File: config.mk
export PLATFORM = sky130hd
export DESIGN_NAME = dmem_arbiter_flat
export DESIGN_NICKNAME = d
export VERILOG_FILES = /design/src/rtl/dmem_arbiter_if.sv /design/src/rtl/dmem_arbiter.sv /design/src/flat_wrapper.sv
export SDC_FILE = /design/constraint.sdc
export NUM_CORES = 1
export LEC_CHECK = 0
export CAP_MARGIN = 20
export CELL_PAD_IN_SITES_DETAIL_PLACEMENT = 2
export CELL_PAD_IN_SITES_GLOBAL_PLACEMENT = 2
export CORE_MARGIN = 2
export CORE_UTILIZATION = 21
export CTS_CLUSTER_DIAMETER = 80
export DETAILED_ROUTE_END_ITERATION = 8
export GPL_ROUTABILITY_DRIVEN = 0
export PLACE_DENSITY = 0.8
export SKIP_LAST_GASP = 1
export SLEW_MARGIN = 10
export SYNTH_ARGS = -nofsm -noshare
export SYNTH_HDL_FRONTEND = slang
export SYNTH_SLANG_ARGS = --single-unit
export TNS_END_PERCENT = 100
File: constraint.sdc
create_clock -name clk -period 1.75 [get_ports clk]
set_input_delay 0.35 -clock clk [delete_from_list [all_inputs] [get_ports clk]]
set_output_delay 0.35 -clock clk [all_outputs]
set_load 0.02 [all_outputs]
File: src/rtl/dmem_arbiter_if.sv
// Bundle of the two requester ports (P = pipeline MEM stage, D = loader) and the data-memory port.
// The arbiter takes the slave view; the requesters and the memory take the master view.
interface dmem_arbiter_if #(
    parameter int ADDR_W = 16,
    parameter int DATA_W = 16
);
    logic              P_Req;
    logic              P_Wr;
    logic [ADDR_W-1:0] P_Addr;
    logic [DATA_W-1:0] P_WData;
    logic [DATA_W-1:0] P_RData;
    logic              P_Ack;
    logic              Stall;

    logic              D_Req;
    logic              D_Wr;
    logic [ADDR_W-1:0] D_Addr;
    logic [DATA_W-1:0] D_WData;
    logic [DATA_W-1:0] D_RData;
    logic              D_Ack;

    logic              MemW;
    logic              MemR;
    logic [ADDR_W-1:0] Address;
    logic [DATA_W-1:0] DataIn;
    logic [DATA_W-1:0] MemoryOut;

    modport slave (
        input  P_Req, P_Wr, P_Addr, P_WData,
        output P_RData, P_Ack, Stall,
        input  D_Req, D_Wr, D_Addr, D_WData,
        output D_RData, D_Ack,
        output MemW, MemR, Address, DataIn,
        input  MemoryOut
    );

    modport master (
        output P_Req, P_Wr, P_Addr, P_WData,
        input  P_RData, P_Ack, Stall,
        output D_Req, D_Wr, D_Addr, D_WData,
        input  D_RData, D_Ack,
        input  MemW, MemR, Address, DataIn,
        output MemoryOut
    );
endinterface

File: src/rtl/dmem_arbiter.sv
// Two-port data-memory arbiter: serialises P/D requests into single-cycle memory commands
// (IDLE -> ISSUE -> DONE), returns read data, and stalls the pipeline while a P access is pending.
module dmem_arbiter #(
    parameter int ADDR_W     = 16,
    parameter int DATA_W     = 16,
    parameter int STARVE_MAX = 4
) (
    input  logic           clk,
    input  logic           reset_n,
    dmem_arbiter_if.slave  bus
);

    localparam logic [1:0] S_IDLE  = 2'd0;
    localparam logic [1:0] S_ISSUE = 2'd1;
    localparam logic [1:0] S_DONE  = 2'd2;

    localparam logic [3:0] STARVE_LIM = 4'(STARVE_MAX);

    logic [1:0]        state_q,   state_d;
    logic              gnt_d_q,   gnt_d_d;     // 1 = loader owns the current access
    logic              wr_q,      wr_d;
    logic [3:0]        starve_q,  starve_d;
    logic              memw_q,    memw_d;
    logic              memr_q,    memr_d;
    logic [ADDR_W-1:0] addr_q,    addr_d;
    logic [DATA_W-1:0] wdata_q,   wdata_d;
    logic [DATA_W-1:0] p_rdata_q, p_rdata_d;
    logic [DATA_W-1:0] d_rdata_q, d_rdata_d;
    logic              p_ack_q,   p_ack_d;
    logic              d_ack_q,   d_ack_d;

    logic d_win;

    // P has priority unless D is alone or P has used up its allowance while D waited.
    assign d_win = bus.D_Req & (~bus.P_Req | (starve_q == STARVE_LIM));

    always_comb begin
        state_d   = state_q;
        gnt_d_d   = gnt_d_q;
        wr_d      = wr_q;
        starve_d  = starve_q;
        memw_d    = 1'b0;
        memr_d    = 1'b0;
        addr_d    = addr_q;
        wdata_d   = wdata_q;
        p_rdata_d = p_rdata_q;
        d_rdata_d = d_rdata_q;
        p_ack_d   = 1'b0;
        d_ack_d   = 1'b0;

        case (state_q)
            S_IDLE: begin
                if (bus.P_Req | bus.D_Req) begin
                    gnt_d_d = d_win;
                    wr_d    = d_win ? bus.D_Wr    : bus.P_Wr;
                    addr_d  = d_win ? bus.D_Addr  : bus.P_Addr;
                    wdata_d = d_win ? bus.D_WData : bus.P_WData;
                    memw_d  = wr_d;
                    memr_d  = ~wr_d;
                    state_d = S_ISSUE;
                    if (d_win || !bus.D_Req)
                        starve_d = 4'd0;
                    else if (starve_q != STARVE_LIM)
                        starve_d = starve_q + 4'd1;
                end
            end
            S_ISSUE: begin
                state_d = S_DONE;
            end
            S_DONE: begin
                // Memory registered its read on the ISSUE edge, so MemoryOut is valid here.
                if (!wr_q) begin
                    if (gnt_d_q) d_rdata_d = bus.MemoryOut;
                    else         p_rdata_d = bus.MemoryOut;
                end
                d_ack_d = gnt_d_q;
                p_ack_d = ~gnt_d_q;
                state_d = S_IDLE;
            end
            default: begin
                state_d = S_IDLE;
            end
        endcase
    end

    always_ff @(posedge clk) begin
        if (!reset_n) begin
            state_q   <= S_IDLE;
            gnt_d_q   <= 1'b0;
            wr_q      <= 1'b0;
            starve_q  <= 4'd0;
            memw_q    <= 1'b0;
            memr_q    <= 1'b0;
            addr_q    <= '0;
            wdata_q   <= '0;
            p_rdata_q <= '0;
            d_rdata_q <= '0;
            p_ack_q   <= 1'b0;
            d_ack_q   <= 1'b0;
        end else begin
            state_q   <= state_d;
            gnt_d_q   <= gnt_d_d;
            wr_q      <= wr_d;
            starve_q  <= starve_d;
            memw_q    <= memw_d;
            memr_q    <= memr_d;
            addr_q    <= addr_d;
            wdata_q   <= wdata_d;
            p_rdata_q <= p_rdata_d;
            d_rdata_q <= d_rdata_d;
            p_ack_q   <= p_ack_d;
            d_ack_q   <= d_ack_d;
        end
    end

    assign bus.MemW    = memw_q;
    assign bus.MemR    = memr_q;
    assign bus.Address = addr_q;
    assign bus.DataIn  = wdata_q;
    assign bus.P_RData = p_rdata_q;
    assign bus.D_RData = d_rdata_q;
    assign bus.P_Ack   = p_ack_q;
    assign bus.D_Ack   = d_ack_q;
    assign bus.Stall   = bus.P_Req & ~p_ack_q;

endmodule

File: src/flat_wrapper.sv
// flat-port wrapper written by rule: the top's interface ports become plain ports
module dmem_arbiter_flat 
#(
    parameter int ADDR_W     = 16,
    parameter int DATA_W     = 16,
    parameter int STARVE_MAX = 4
)
  (clk, reset_n, bus_P_Req, bus_P_Wr, bus_P_Addr, bus_P_WData, bus_P_RData, bus_P_Ack, bus_Stall, bus_D_Req, bus_D_Wr, bus_D_Addr, bus_D_WData, bus_D_RData, bus_D_Ack, bus_MemW, bus_MemR, bus_Address, bus_DataIn, bus_MemoryOut);
  dmem_arbiter_if #(.ADDR_W(ADDR_W), .DATA_W(DATA_W)) bus_i ();
  input  logic clk;
  input  logic reset_n;
  input wire logic [$bits(bus_i.P_Req)-1:0] bus_P_Req;
  input wire logic [$bits(bus_i.P_Wr)-1:0] bus_P_Wr;
  input wire logic [$bits(bus_i.P_Addr)-1:0] bus_P_Addr;
  input wire logic [$bits(bus_i.P_WData)-1:0] bus_P_WData;
  output wire logic [$bits(bus_i.P_RData)-1:0] bus_P_RData;
  output wire logic [$bits(bus_i.P_Ack)-1:0] bus_P_Ack;
  output wire logic [$bits(bus_i.Stall)-1:0] bus_Stall;
  input wire logic [$bits(bus_i.D_Req)-1:0] bus_D_Req;
  input wire logic [$bits(bus_i.D_Wr)-1:0] bus_D_Wr;
  input wire logic [$bits(bus_i.D_Addr)-1:0] bus_D_Addr;
  input wire logic [$bits(bus_i.D_WData)-1:0] bus_D_WData;
  output wire logic [$bits(bus_i.D_RData)-1:0] bus_D_RData;
  output wire logic [$bits(bus_i.D_Ack)-1:0] bus_D_Ack;
  output wire logic [$bits(bus_i.MemW)-1:0] bus_MemW;
  output wire logic [$bits(bus_i.MemR)-1:0] bus_MemR;
  output wire logic [$bits(bus_i.Address)-1:0] bus_Address;
  output wire logic [$bits(bus_i.DataIn)-1:0] bus_DataIn;
  input wire logic [$bits(bus_i.MemoryOut)-1:0] bus_MemoryOut;
  assign bus_i.P_Req = bus_P_Req;
  assign bus_i.P_Wr = bus_P_Wr;
  assign bus_i.P_Addr = bus_P_Addr;
  assign bus_i.P_WData = bus_P_WData;
  assign bus_P_RData = bus_i.P_RData;
  assign bus_P_Ack = bus_i.P_Ack;
  assign bus_Stall = bus_i.Stall;
  assign bus_i.D_Req = bus_D_Req;
  assign bus_i.D_Wr = bus_D_Wr;
  assign bus_i.D_Addr = bus_D_Addr;
  assign bus_i.D_WData = bus_D_WData;
  assign bus_D_RData = bus_i.D_RData;
  assign bus_D_Ack = bus_i.D_Ack;
  assign bus_MemW = bus_i.MemW;
  assign bus_MemR = bus_i.MemR;
  assign bus_Address = bus_i.Address;
  assign bus_DataIn = bus_i.DataIn;
  assign bus_i.MemoryOut = bus_MemoryOut;
  dmem_arbiter #(.ADDR_W(ADDR_W), .DATA_W(DATA_W), .STARVE_MAX(STARVE_MAX)) u_core (.clk(clk), .reset_n(reset_n), .bus(bus_i));
endmodule
# == Word-level counts from Yosys, hierarchy flattened ==
# Cells that the tools add are included.
# op_classes
n_addsub,1
n_eq_ne,5
mux,7
n_bitwise,9
n_reduce_logical,10
# op_table
cell,count
two-way mux 16 bit,2
AND reduction 3 bit,4
two-way mux 4 bit,2
inverter 1 bit,5
"adder 4 x 1 -> 4 bit, second input constant",1
"equality test 4 x 3 -> 1 bit, second input constant",1
"!= test 4 x 3 -> 1 bit, second input constant",1
one-hot mux 2 bit (2 select lines),1
AND reduction 2 bit,2
AND 1 bit,2
"equality test 2 x 1 -> 1 bit, second input constant",1
"equality test 2 bit, second input constant",1
zero test 2 bit,1
two-way mux 2 bit,1
"!= test 2 x 1 -> 1 bit, second input constant",1
bitwise OR 1 bit,2
nonzero test 2 bit,1
zero test 1 bit,1
logical OR 1 bit,1
two-way mux 1 bit,1
# totals
ff_bits,76
in_bits,86
out_inout_bits,69

# == Depth between registers and ports, before layout ==
# depth
depth_word,6
ltp_mapped,7

# == Worst setup path before layout ==
# Ideal clock, no wire load.
# synth_path
path_type,flip-flop to flip-flop
start,register u_core.starve_q[0]
end,register u_core.wr_q
arrival_time_ps,1298
required_ps,1621
path_slack_ps,323
stages_incl_launch_ff,7
path_buffers,0
period_less_slack_ps,1427
cell_sequence,dfxtp_1 -> inv_1 -> ha_1 -> and3b_1 -> o21ai_2 -> mux2i_1 -> a21oi_1
# synth_between
elab_chain_len,4
# synth_lines
item,line_no,source
from (decl),dmem_arbiter.sv:22,"logic [3:0] starve_q, starve_d;"
from (signal assigned),dmem_arbiter.sv:104,starve_q <= starve_d;
equality test 4 x 3 -> 1 bit,dmem_arbiter.sv:35,assign d_win = bus.D_Req & (~bus.P_Req | (starve_q == STARVE_LIM));
bitwise OR 1 bit,dmem_arbiter.sv:35,
AND 1 bit,dmem_arbiter.sv:35,
two-way mux 1 bit,dmem_arbiter.sv:55,wr_d = d_win ? bus.D_Wr : bus.P_Wr;
to (signal assigned),dmem_arbiter.sv:103,wr_q <= wr_d;
to (decl),dmem_arbiter.sv:21,"logic wr_q, wr_d;"
# No other way between the ends.
# A chain may end at the register's enable or synchronous reset.

# == Worst setup path in the final report ==
# layout_path
start,"register u_core.addr_q[8], in the netlist u_core.bus.Address[8]"
end,output bus_Address[8]
# layout_lines
item,line_no,source
from (decl),dmem_arbiter.sv:25,"logic [ADDR_W-1:0] addr_q, addr_d;"
from (signal assigned),dmem_arbiter.sv:107,addr_q <= addr_d;
to (decl),flat_wrapper.sv:27,output wire logic [$bits(bus_i.Address)-1:0] bus_Address;
# No word-level cell between the ends.

==> results.yml <==
run_status:
  outcome: "complete, no violations"
pwr:
  switchingPower_uw: 1290
  finalPower_uw: 4900
  powerDensity_nw_per_um2: 956
  pwr-share-comb_pct: 19.8
  power.internal_uw: 3620
  irDropWorstVdd_mv: 0.674
  leakage_uw: 0.00191
  pwr-share-clk_pct: 41.3
  swShare_pct: 26.2
  p_seq_share_pct: 38.9
grt:
  overflow: 0
  grt_usage_pct: 17.2
  grt_pass1_wl_um: 19600
  grt_max_degree: 35
  antenna_found_initial: 0
  grt_pass1_vias: 3799
clock_network:
  tritoncts: "yes"
  clk_path_buf_depth: 2
  cts_sinks: 76
  cts_buffers: 9
  clock_latency_ns: 0.34
  cts-root-buf: "clkbuf_16"
  cts_hold_buf: 0
  cts-htree-levels: 3
  clkTransAtPathRegs_ns: 0.06
  cts_setup_buffers: 0
synth:
  synth-seq-cells: 76
  synth.yosys.seq_area_share_pct: 51.2
  synth_most_common_cell: "nand2_1"
  syn_nets: 466
  syn-instance-count: 378
  synth_largest_area_cell: "dfxtp_1"
  yosys-top-cells-count: "nand2_1, a21oi_1, dfxtp_1"
  synth.area.top_cells: "dfxtp_1, a21oi_1, nand2_1"
  yosysWarningCount: 0
  synth_top_area_share_pct: 51.2
  synth.distinct_cells: 35
  yosys_most_used_dff: "dfxtp_1"
  synth_edf_count: 0
  synth_area_um2: 2970
  syn_area_per_cell_um2: 7.86
  async_reset_ff_share_pct: 0
worst_setup_path:
  cp.arrival_ns: 1.35
  crit_slowest_cell: "clkdlybuf4s50_1"
  crit_path_max_fanout: 2
  required_ns: 1.40
  crit_type: "reg -> out"
  crit_family: "buffers and inverters"
  cp_cell_sequence: "clkdlybuf4s50_1"
  start_kind: "flip-flop"
  r2r_cells: 7
  path_buf_inv: 1
  slowest_delay_ns: 0.64
  path_depth: 1
  endpoint_kind: "output port"
route:
  wl_per_cell_um: 17.6
  vias_per_cell: 4.66
  vias: 3342
  drc_errors: 0
  drt_iter0_drc: 91
  ant_nets: 0
  totalWireLength_um: 12600
  dr.pass1.iters: 4
sta:
  fin_crit_ns: 1.70
  tns_ns: 0
  fin_crit_sh_pct: 96.9
  finalSetupViolations: 0
  rsz0062_at_grt: "true"
  fmax_ghz: 0.590
  finalMaxSlewViolations: 0
  tightest_slew_ns: 0.613
  max-slew-margin-rel_pct: 59.1
  hold_viol: 0
  clock_skew_ns: 0.00690
finish:
  fin_nets: 620
  antenna_cells: 0
  syn2layout_area_growth_pct: 72.6
  seqCellArea_um2: 1520
  multi_input_area_um2: 1310
  final_core_util_pct: 37.1
  fillers: 1530
  drive_above_1_share_pct: 7.26
floorplan:
  chipWidth_um: 123
  fp-row-count: 43
  die_area_um2: 15100
  initial_utilization_pct: 21.5
  core-area_um2: 13800
  die_h_um: 123
  io-pin-count: 155
hold_path:
  min_path_cells: 2
  holdCritPathClass: "reg -> reg"
job:
  maxCapViolCount: 0
placed_design:
  io_buffer_count: 154
  dp_hpwl_um: 9160
-- worst paths after layout --
check	end	slack, ns	startpoint
worst max register to register	u_core.bus.Address[8]	0.09	u_core.starve_q[1]
worst max-delay path	bus_Address[8]	0.05	u_core.bus.Address[8]
worst min register to register	u_core.bus.D_RData[0]	0.46	u_core.bus.D_RData[0]
worst min-delay path	u_core.bus.D_RData[0]	0.46	u_core.bus.D_RData[0]
-- logic make-up (layout without fill, tap and decap cells) --
| kind of cell | after synthesis | after routing | share of synthesized area [%] |
|---|---|---|---|
| and+or+nand+nor | 126 | 126 | 18.0 |
| adders and majority gates | 2 | 2 | 0.842 |
| AOI/OAI and AO/OA | 139 | 139 | 24.2 |
| DFF | 76 | 76 | 51.2 |
| buffers and inverters | 33 | 192 | 5.05 |
| muxes | 2 | 2 | 0.716 |
-- per-stage QoR --
stage	cells	setup slack [ns]	instance area (µm²)	hold WS, ns
finish	717	0.0541	5130	0.459
detailed placement	701	-0.272	4790	0.454
global route	717	-0.00186	5130	0.487
floorplan	378	0.323	2970	0.434
global placement	701	-0.184	4790	0.442
CTS	717	0.0289	5120	0.462
-- flip-flops by register name (all words and copies together) (netlist names) --
signal and cells:
u_core.bus.Address 16, u_core.bus.D_Ack 1, u_core.bus.D_RData 16, u_core.bus.DataIn 16, u_core.bus.MemR 1, u_core.bus.MemW 1, u_core.bus.P_Ack 1, u_core.bus.P_RData 16
u_core.gnt_d_q 1, u_core.starve_q 4, u_core.state_q 2, u_core.wr_q 1
-- cell usage in the layout (no fill, tap or decap), types with 2 or more instances in the layout --
cell type / synthesis / layout
and3b_1: 2 / 2
nor2_1: 5 / 5
a21oi_1: 99 / 99
nand2_1: 102 / 102
a31oi_1: 2 / 2
dfxtp_1: 76 / 76
ha_1: 2 / 2
o21ai_0: 31 / 31
nor3_1: 2 / 2
buf_12: 0 / 5
clkdlybuf4s50_1: 0 / 152
buf_4: 1 / 13
inv_1: 4 / 4
o21ai_1: 2 / 2
nand3b_1: 2 / 2
bufinv_16: 0 / 2
clkbuf_16: 0 / 9
clkbuf_1: 14 / 2
nand3_1: 3 / 3
-- worst register-to-register path, stage by stage, from the launching register on --
cell	delay, ns
dfxtp_1	0.39
inv_1	0.07
ha_1	0.22
and3b_1	0.21
o21ai_4	0.24
buf_12	0.20
nand2_1	0.09
a21oi_1	0.16
-- power by group through the flow --
stage	Sequential (µW)	Clock, µW	Combinational (µW)
finish	1910	2020	972
global route	1920	2160	1060
CTS	1910	2090	984
detailed placement	1950	0	974
global placement	1940	0	944
floorplan	2060	0	285
-- final cells by class --
cell class	instances	share of cell area (%)
flip-flops and latches	76	29.7
clock buffers	12	4.81
clock inverters	4	1.41
inverters	4	0.293
well taps	180	4.39
multi-input cells	269	25.5
repair buffers	172	33.9
-- layer usage --
metal  vias to the layer above  share of wire (%)  GRT usage, %
met3                        10                 12          9.64
met2                       139                 48          30.4
met1                      1614                 38          17.1
met4                         0                1.4          5.75
met5                         -                  0             0
li1                       1579                  -             -
-- what timing repair did --
item,CTS,global route
endpoints found under the setup margin,24,4
hold endpoints to repair,0,0
resized for setup,4,2
(Power assumes the default switching activity.)
